File: src/rtl/nspi_pkg.sv
`default_nettype none
// ------------------------------------------------------------------
// nspi_pkg: shared types and width helpers for the nspi link blocks
// Rev 1.0
// ------------------------------------------------------------------
package nspi_pkg;

   typedef enum logic [0:0] {
      IDLE    = 1'b0,
      RECEIVE = 1'b1
   } state_t;

   function automatic int cnt_width(input int spi_size);
      return $clog2(spi_size + 1);
   endfunction

   function automatic int idle_width(input int timeout_cycles);
      return $clog2(timeout_cycles + 1);
   endfunction

endpackage
`default_nettype wire

File: src/rtl/nspi_sync.sv
`default_nettype none
// ------------------------------------------------------------------
// nspi_sync: two-flop synchronizer with synchronous active-low clear
// Rev 1.0
// ------------------------------------------------------------------
module nspi_sync #(
   parameter int WIDTH = 1
) (
   input  logic             clk,
   input  logic             rst,
   input  logic [WIDTH-1:0] d,
   output logic [WIDTH-1:0] q
);

   logic [WIDTH-1:0] s1_q, s1_d;
   logic [WIDTH-1:0] s2_q, s2_d;

   always_comb begin
      s1_d = d;
      s2_d = s1_q;
   end

   always_ff @(posedge clk) begin
      if (!rst) begin
         s1_q <= '0;
         s2_q <= '0;
      end else begin
         s1_q <= s1_d;
         s2_q <= s2_d;
      end
   end

   assign q = s2_q;

endmodule
`default_nettype wire

File: src/rtl/nspi_rx.sv
`default_nettype none
// ------------------------------------------------------------------
// nspi_rx: oversampling multi-lane SPI receiver with valid/ready output
// Rev 1.0
// ------------------------------------------------------------------
module nspi_rx
   import nspi_pkg::*;
#(
   parameter int CHANNEL_NUMBER = 3,
   parameter int SPI_SIZE       = 8,
   parameter int MSB_FIRST      = 1,
   parameter int TIMEOUT_CYCLES = 64
) (
   input  logic                      clk,
   input  logic                      rst,
   input  logic                      spi_clk,
   input  logic [CHANNEL_NUMBER-1:0] spi_mosi,
   output logic [SPI_SIZE-1:0]       data_out [CHANNEL_NUMBER],
   output logic                      data_valid,
   input  logic                      data_ready,
   output logic                      rx_busy,
   output logic                      overrun,
   output logic                      frame_error
);

   localparam int CW = cnt_width(SPI_SIZE);
   localparam int IW = idle_width(TIMEOUT_CYCLES);

   logic [CHANNEL_NUMBER:0]   sync_s;
   logic                      sclk_s;
   logic [CHANNEL_NUMBER-1:0] mosi_s;
   logic                      rise;

   state_t              state_q, state_d;
   logic [CW-1:0]       cnt_q, cnt_d;
   logic [IW-1:0]       idle_q, idle_d;
   logic                prev_q, prev_d;
   logic                valid_q, valid_d;
   logic                busy_q, busy_d;
   logic                ovr_q, ovr_d;
   logic                ferr_q, ferr_d;
   logic [SPI_SIZE-1:0] shift_q [CHANNEL_NUMBER];
   logic [SPI_SIZE-1:0] shift_d [CHANNEL_NUMBER];
   logic [SPI_SIZE-1:0] data_q  [CHANNEL_NUMBER];
   logic [SPI_SIZE-1:0] data_d  [CHANNEL_NUMBER];

   nspi_sync #(
      .WIDTH(CHANNEL_NUMBER + 1)
   ) u_sync (
      .clk(clk),
      .rst(rst),
      .d  ({spi_clk, spi_mosi}),
      .q  (sync_s)
   );

   assign sclk_s = sync_s[CHANNEL_NUMBER];
   assign mosi_s = sync_s[CHANNEL_NUMBER-1:0];
   assign rise   = sclk_s & ~prev_q;

   always_comb begin
      state_d = state_q;
      cnt_d   = cnt_q;
      idle_d  = idle_q;
      prev_d  = sclk_s;
      valid_d = valid_q;
      ovr_d   = 1'b0;
      ferr_d  = 1'b0;
      shift_d = shift_q;
      data_d  = data_q;

      if (valid_q && data_ready) begin
         valid_d = 1'b0;
      end

      if (rise) begin
         for (int c = 0; c < CHANNEL_NUMBER; c++) begin
            shift_d[c] = (MSB_FIRST != 0) ? {shift_q[c][SPI_SIZE-2:0], mosi_s[c]}
                                          : {mosi_s[c], shift_q[c][SPI_SIZE-1:1]};
         end
      end

      case (state_q)
         IDLE: begin
            idle_d = '0;
            if (rise) begin
               cnt_d   = CW'(1);
               state_d = RECEIVE;
            end
         end
         RECEIVE: begin
            if (rise) begin
               idle_d = '0;
               if (cnt_q == CW'(SPI_SIZE - 1)) begin
                  cnt_d   = '0;
                  state_d = IDLE;
                  // a word set that cannot be handed over is dropped, the held one wins
                  if (!valid_q || data_ready) begin
                     data_d  = shift_d;
                     valid_d = 1'b1;
                  end else begin
                     ovr_d = 1'b1;
                  end
               end else begin
                  cnt_d = cnt_q + CW'(1);
               end
            end else begin
               idle_d = idle_q + IW'(1);
               if (idle_d == IW'(TIMEOUT_CYCLES)) begin
                  ferr_d  = 1'b1;
                  cnt_d   = '0;
                  idle_d  = '0;
                  state_d = IDLE;
               end
            end
         end
         default: state_d = IDLE;
      endcase

      busy_d = (state_d == RECEIVE);
   end

   always_ff @(posedge clk) begin
      if (!rst) begin
         state_q <= IDLE;
         cnt_q   <= '0;
         idle_q  <= '0;
         prev_q  <= 1'b0;
         valid_q <= 1'b0;
         busy_q  <= 1'b0;
         ovr_q   <= 1'b0;
         ferr_q  <= 1'b0;
         shift_q <= '{default: '0};
         data_q  <= '{default: '0};
      end else begin
         state_q <= state_d;
         cnt_q   <= cnt_d;
         idle_q  <= idle_d;
         prev_q  <= prev_d;
         valid_q <= valid_d;
         busy_q  <= busy_d;
         ovr_q   <= ovr_d;
         ferr_q  <= ferr_d;
         shift_q <= shift_d;
         data_q  <= data_d;
      end
   end

   assign data_out    = data_q;
   assign data_valid  = valid_q;
   assign rx_busy     = busy_q;
   assign overrun     = ovr_q;
   assign frame_error = ferr_q;

endmodule
`default_nettype wire

File: config.mk
export PLATFORM = sky130hd
export DESIGN_NAME = nspi_rx
export DESIGN_NICKNAME = d
export VERILOG_FILES = /design/src/rtl/nspi_pkg.sv /design/src/rtl/nspi_sync.sv /design/src/rtl/nspi_rx.sv
export SDC_FILE = /design/constraint.sdc
export NUM_CORES = 1
export LEC_CHECK = 0
export BUFFER_PORTS_ARGS = -buffer_cell sky130_fd_sc_hd__buf_4
export CAP_MARGIN = 20
export CORE_ASPECT_RATIO = 0.7
export CORE_MARGIN = 8
export CORE_UTILIZATION = 50
export DETAILED_ROUTE_END_ITERATION = 10
export HOLD_SLACK_MARGIN = 0.08
export PLACE_DENSITY_LB_ADDON = 0.1
export SETUP_SLACK_MARGIN = 0.1
export SYNTH_ARGS = -nofsm -noshare
export SYNTH_HDL_FRONTEND = slang
export SYNTH_HIERARCHICAL = 1
export SYNTH_SLANG_ARGS = --single-unit
File: constraint.sdc
create_clock -name clk -period 2.9 [get_ports clk]
set_input_delay 0.58 -clock clk [delete_from_list [all_inputs] [get_ports clk]]
set_output_delay 0.58 -clock clk [all_outputs]
set_load 0.01 [all_outputs]
==> results of run 1 <==
[critical path: cells and delay by family (launching register included)]
kind	cells	cell delay, ps
fa+ha+maj	1	210
compound gates	1	210
flops	1	370
simple gates	3	450
buf+inv	1	410
[worst paths after layout]
path	end	slack [ps]	cells after the start	startpoint
setup reg to reg	data_out[1]	1140	6	cnt_q[0]
hold reg to reg	u_sync/q[0]	430	1	u_sync/s1_q[0]
setup / recovery	data_out[1]	1140	6	cnt_q[0]
hold / removal	u_sync/q[0]	430	1	u_sync/s1_q[0]
[kinds of logic after synthesis]
logic type | Yosys count | synth area share
buf+inv | 19 | 0.03478
xor+xnor | 6 | 0.02001
mux | 24 | 0.09147
compound gates | 38 | 0.1158
simple gates | 96 | 0.1748
flops | 72 | 0.5488
fa+ha+maj | 3 | 0.01429
[cells in the final DEF (no fill, tap or decap), drive strengths merged, types with 4 or more instances in the layout]
master	instances
a211oi	24
and2	9
and3	4
buf	37
clkbuf	10
dfxtp	72
inv	4
mux2i	24
nand3	7
nor2	54
nor2b	4
nor3	6
[through the flow]
step | instance area [sq um] | cells
3_3_place_gp | 2923 | 351
6_report | 3164 | 366
3_5_place_dp | 2923 | 351
4_1_cts | 3164 | 366
5_1_grt | 3164 | 366
2_1_floorplan | 2626 | 258
[layout make-up]
type,count,share of cell area
Sequential cell,72,0.4555
Multi-Input combinational cell,167,0.3484
Timing Repair Buffer,37,0.08778
Clock buffer,10,0.04350
Clock inverter,5,0.03282
Tap cell,72,0.02847
Inverter,3,0.003559
[power by group through the flow]
stage          clock network, mW  registers (mW)  logic [mW]
2_1_floorplan                  0            1.02      0.0339
5_1_grt                     1.01            1.00      0.0515
6_report                   0.942            1.00      0.0464
3_5_place_dp                   0            1.02      0.0469
4_1_cts                    0.967            1.00      0.0468
3_3_place_gp                   0            1.02      0.0472
[layer usage]
layer	vias up	routed length [um]	track usage
met5	-	0	0
met4	0	67	0.05693
met3	7	351	0.06569
met2	47	1908	0.1824
met1	843	2321	0.1681
li1	961	-	-
[state kept, by name, summed over array words and instances (netlist names), 4 cells and up]
signal and flops:
shift_q 24, u_sync/s1_q 4, u_sync/q 4, idle_q 7, cnt_q 4, data_out 24
[Yosys cell counts (all sizes together)]
master  number  area, sq um
a21boi       1        7.510
o21ai        1        5.000
o22ai        1        6.260
o21a         1        7.510
nand2b       2        12.51
a211oi      24        180.2
nor2b        4        25.02
nor3         6        35.03
dfxtp       72         1441
clkbuf       6        22.52
o32ai        3        45.05
and3         4        25.02
nor3b        1        7.510
a21oi        3        15.01
inv          3        11.26
xnor2        3        26.28
buf         10        57.55
mux2i       24        240.2
and2         9        56.30
nand4        1        6.260
ha           3        37.54
a31oi        1        6.260
nand2        3        11.26
nand3b       3        26.27
xor2         3        26.28
o211ai       1        7.510
a221oi       1        15.01
o221ai       1        8.760
or4          1        7.510
and3b        1        8.760
nor2        54        202.7
nand3        7        35.03
==> impl_results.md, run 1 <==
* Die height at 76.64 um
* Clock buffer depth at 2
* Initial antenna violation count at 0
* Pre-CTS setup slack at 1140 ps
* Vias per cell at 5.077
* Achievable Freq at 567.1 MHz
* Post CTS Setup Buffer Count at 0
* Hold-fix buffers, CTS at 0
* Syn nets at 268
* PD cells at 629.1 nW/um^2
* DRC at 0
* Synth Cell Area at 2626 sq um
* Data arrival, critical path at 2020 ps
* Period minus WS final at 1763 ps
* Slowest CP cell: buf_4
* First-pass GRT wire length at 8128 um
* Clock transition at path regs at 70 ps
* Max incr delay on CP at 410 ps
* Avg Cell Area, Syn at 10.18 sq um
* Worst-case hold slack at 434.1 ps
* Sequential Power Share at 0.503
* Number of synthesized register bits at 72
* Register area at 1441 sq um
* Final TNS setup at 0 ps
* Port Buffer Count at 34
* CP endpoint kind: flop
* Clk pwr share at 0.473
* Syn-to-layout area delta at 20.49%
* Hold Vio Cnt, Final at 0
* Root Buffer: clkbuf_8
* Multi-input gate area at 1102 sq um
* P_leak at 1.185 nW
* Via Count at 1858
* Internal power at 1.607 mW
* RSZ-0062 raised after global routing: no
* Switching power at 383.7 uW
* GRT Util Overall at 0.1323
* Peak supply drop at 0.0004216 V
* Routed wire length at 4648 um
* Synth warn at 6
* Slew headroom at 0.6745
* Drt wl/cell at 12.70 um
* CP cell instances: ha_1 > nand3b_1 > nor3_4 > buf_4 > nor2_1 > a211oi_1
* Hold Path Class: reg -> reg
* Clock latency on the worst-skew pair at 340 ps
* Synth cell types at 36
* GPL Wtd Cong at 0.7696
* Initial DRC Count at 94
* Power, Total at 1.991 mW
* Crit Path Max Fanout at 48
* Sw frac at 0.1927
* DIE WIDTH at 102.6 um
* WS Path Type: reg -> reg
* Setup-failing EPs final at 0
* Clk_skew at 6.824 ps
* Clock Sink Count at 72
* Crit path required time at 3150 ps
* Fin crit share at 0.6081
* TritonCTS buffer count at 9
* Nets@finish at 300
* Slew @ Worst Pin at 488.2 ps
* Comb pwr share at 0.023
* TritonCTS clock tree: yes
* Max-slew violation count at 0
* Gr ovfl total at 0
* CTS HTree Levels at 3
* Final setup margin at 1137 ps
* Vias in the first global route at 1730
* DR pass1 iterations at 4
* Diodes inserted at 0
* Fillers at 435
* Seq/Total Area, Yosys at 0.5488
* Placed wire-length estimate at 3167 um
* Die area at 7865 sq um
* CTS resizes at 0
* Max-cap violations at 0
* # IOs at 35
* Critical Path Start Type: flop
* Outcome: finished clean
* Initial Util at 0.5102
* Syn Inst Count at 258
* Share of post-route cells with drive strength above 1 at 0.1939
* Rows at 22
* Util after Layout at 0.6147
* Largest net degree at the start of global routing at 51
* Core Region at 5147 sq um
* Antenna-violating nets left at 0
Note: power is estimated with default switching activity, not from simulation.
==> run 2: changes to the inputs <==
- clock period: 2.9 -> 1.8 ns (I/O delays scaled with it)
==> run 2 against run 1 <==
Hold slack worse by 210 ps. Sequential share of layout area is 1.5 points lower. Non-clock buffer count is 4 higher. Via count is 4.0% higher. Critical path depth is 1 lower. Global-route usage is 0.33 points lower. Clock power is 50% higher.
==> impl_results.md, run 2 (synthesis results as in run 1) <==
* Outcome: finished clean
* Util after Layout at 0.6356 (+0.02090)
* Hold Path Class: in -> reg
* Worst R2R Setup Slack at 200 ps (-940 ps)
* DRC at 0 (unchanged)
* Slew headroom at 0.7456 (+0.07108)
* Reg-to-Reg Start: idle_q[0]
* Peak supply drop at 0.0006850 V (+62%)
* Dpl cells at 352 (+0.28%)
* WS Path Type: reg -> reg
* Diodes inserted at 0 (unchanged)
* Clock Sink Count at 72 (unchanged)
* Routed wire length at 5037 um (+8.4%)
* Achievable Freq at 624.9 MHz (+10%)
* Final setup margin at 199.9 ps (-936.7 ps)
* DIE WIDTH at 102.6 um (unchanged)
* Data arrival, critical path at 1810 ps (-210 ps)
* GRT Util Overall at 0.1291 (-0.003268)
* Setup-failing EPs final at 0 (unchanged)
* Vias per cell at 5.194 (+2.3%)
* Most frequent cells in the layout: dfxtp_1 (72), nor2_1 (54), buf_4 (37)
* Clock latency on the worst-skew pair at 340 ps (about the same)
* Slew @ Worst Pin at 380.8 ps (-107.4 ps)
* Via Count at 1932 (+4.0%)
* TritonCTS buffer count at 9 (unchanged)
* Die area at 7865 sq um (unchanged)
* Commonest non-fill, non-tap cell in the layout: dfxtp_1
* Clk_skew at 8.694 ps (+1.870 ps)
* Final TNS setup at 0 ps (unchanged)
* RSZ-0062 raised after global routing: yes
* Syn-to-layout area delta at 24.58%
* Crit path to: cnt_q[2]
* CTS HTree Levels at 3 (unchanged)
* Largest net degree at the start of global routing at 51 (unchanged)
* First-pass GRT wire length at 7907 um (-2.7%)
* Antenna-violating nets left at 0 (unchanged)
* Nets@finish at 305 (+1.7%)
* Pre-CTS setup slack at 129.2 ps (-1011 ps)
* P_leak at 1.212 nW (+2.2%)
* Initial Util at 0.5102 (unchanged)
* Crit path required time at 2010 ps (-1140 ps)
* Placed wire-length estimate at 3062 um (-3.3%)
* Vias in the first global route at 1693 (-2.1%)
* Rows at 22 (unchanged)
* Critical Path Start Type: flop
* GPL Wtd Cong at 0.8846 (+15%)
* Clock transition at path regs at 70 ps (about the same)
* Port Buffer Count at 34 (unchanged)
* Initial antenna violation count at 0 (unchanged)
* Gr ovfl total at 0 (unchanged)
* Max-cap violations at 0 (unchanged)
* Fin crit share at 0.8890 (+0.2809)
* Clock buffer depth at 2 (unchanged)
* Placement Cell Area at 2968 sq um (+1.5%)
* Final Non-Filler Cells at 372 (+1.6%)
* Drt wl/cell at 13.54 um (+6.6%)
* Max-slew violation count at 0 (unchanged)
* CP endpoint kind: flop
* DR pass1 iterations at 4 (unchanged)
* RR Endpoint: cnt_q[2]
* Initial DRC Count at 95 (+1.1%)
* Hold Crit Start: spi_clk
* # IOs at 35 (unchanged)
* TritonCTS clock tree: yes
* PD cells at 950.8 nW/um^2 (+51%)
* Period minus WS final at 1600 ps (-163.3 ps)
* R2R cell count at 5 (-1)
* Core Region at 5147 sq um (unchanged)
* Post-route cell area at 3272 sq um (+3.4%)
* Power, Total at 3.111 mW (+56%)
* Share of post-route cells with drive strength above 1 at 0.2267 (+0.03279)
* Worst-case hold slack at 225.4 ps (-208.6 ps)
* Crit Path Max Fanout at 6 (-88%)
* Root Buffer: clkbuf_8
* Hold-fix buffers, CTS at 0 (unchanged)
* Hold Vio Cnt, Final at 0 (unchanged)
* Die height at 76.64 um (unchanged)
* Setup crit start: idle_q[0]
==> run 2: cell types whose count changed in the layout (fill, tap and decap cells not counted), moves of 2 or more <==
cell and delta:
a21oi_1 -2, buf_12 +3, ha_1 -2, a21oi_2 +2
ha_2 +2, o32ai_2 +2
==> run 2: repair_timing <==
| action | 4_1_cts | 5_1_grt |
|---|---|---|
| setup endpoints to repair | 0 | 35 |
| buffers inserted | 0 | 2 |
| gates resized for setup | 0 | 6 |
==> run 2: final cells by class <==
cell class / instances / area [sq um]
fill: 440 / 1876
sequential: 72 / 1441
multi-input combinational: 168 / 1139
timing repair buffer: 41 / 362.8
clock buffer: 10 / 137.6
clock inverter: 6 / 90.09
tap: 72 / 90.09
inverter: 3 / 11.26
==> run 2: per-layer routing <==
layer  vias up  track usage  routed length [um]
met3         4      0.06478                 421
li1        977            -                   -
met2        55       0.1708                2100
met4         0      0.06569                  39
met1       896       0.1657                2476
met5         -            0                   0
==> run 2: report_power, final <==
group	switching [mW]	internal [mW]	total, mW
Combinational	0.0488	0.0376	0.0864
Clock	0.591	0.822	1.41
Sequential	0.00676	1.60	1.61
Total	0.646	2.46	3.11
==> run 2: worst max-delay path, cell delays in order (launching register included) <==
cell	delay, ps
dfxtp_1	440
ha_2	260
a21boi_1	200
a21oi_2	120
o32ai_2	320
o32ai_1	130
==> run 2: worst min-delay path by stage <==
| stage | endpoint | slack (ps) | cells after the start |
|---|---|---|---|
| floorplan | u_sync/q[0] | 410 | 1 |
| global placement | u_sync/q[1] | 410 | 1 |
| detailed placement | u_sync/q[1] | 420 | 1 |
| CTS | u_sync/s1_q[0] | 200 | 2 |
| global route | u_sync/s1_q[0] | 210 | 2 |
| finish | u_sync/s1_q[3] | 230 | 2 |
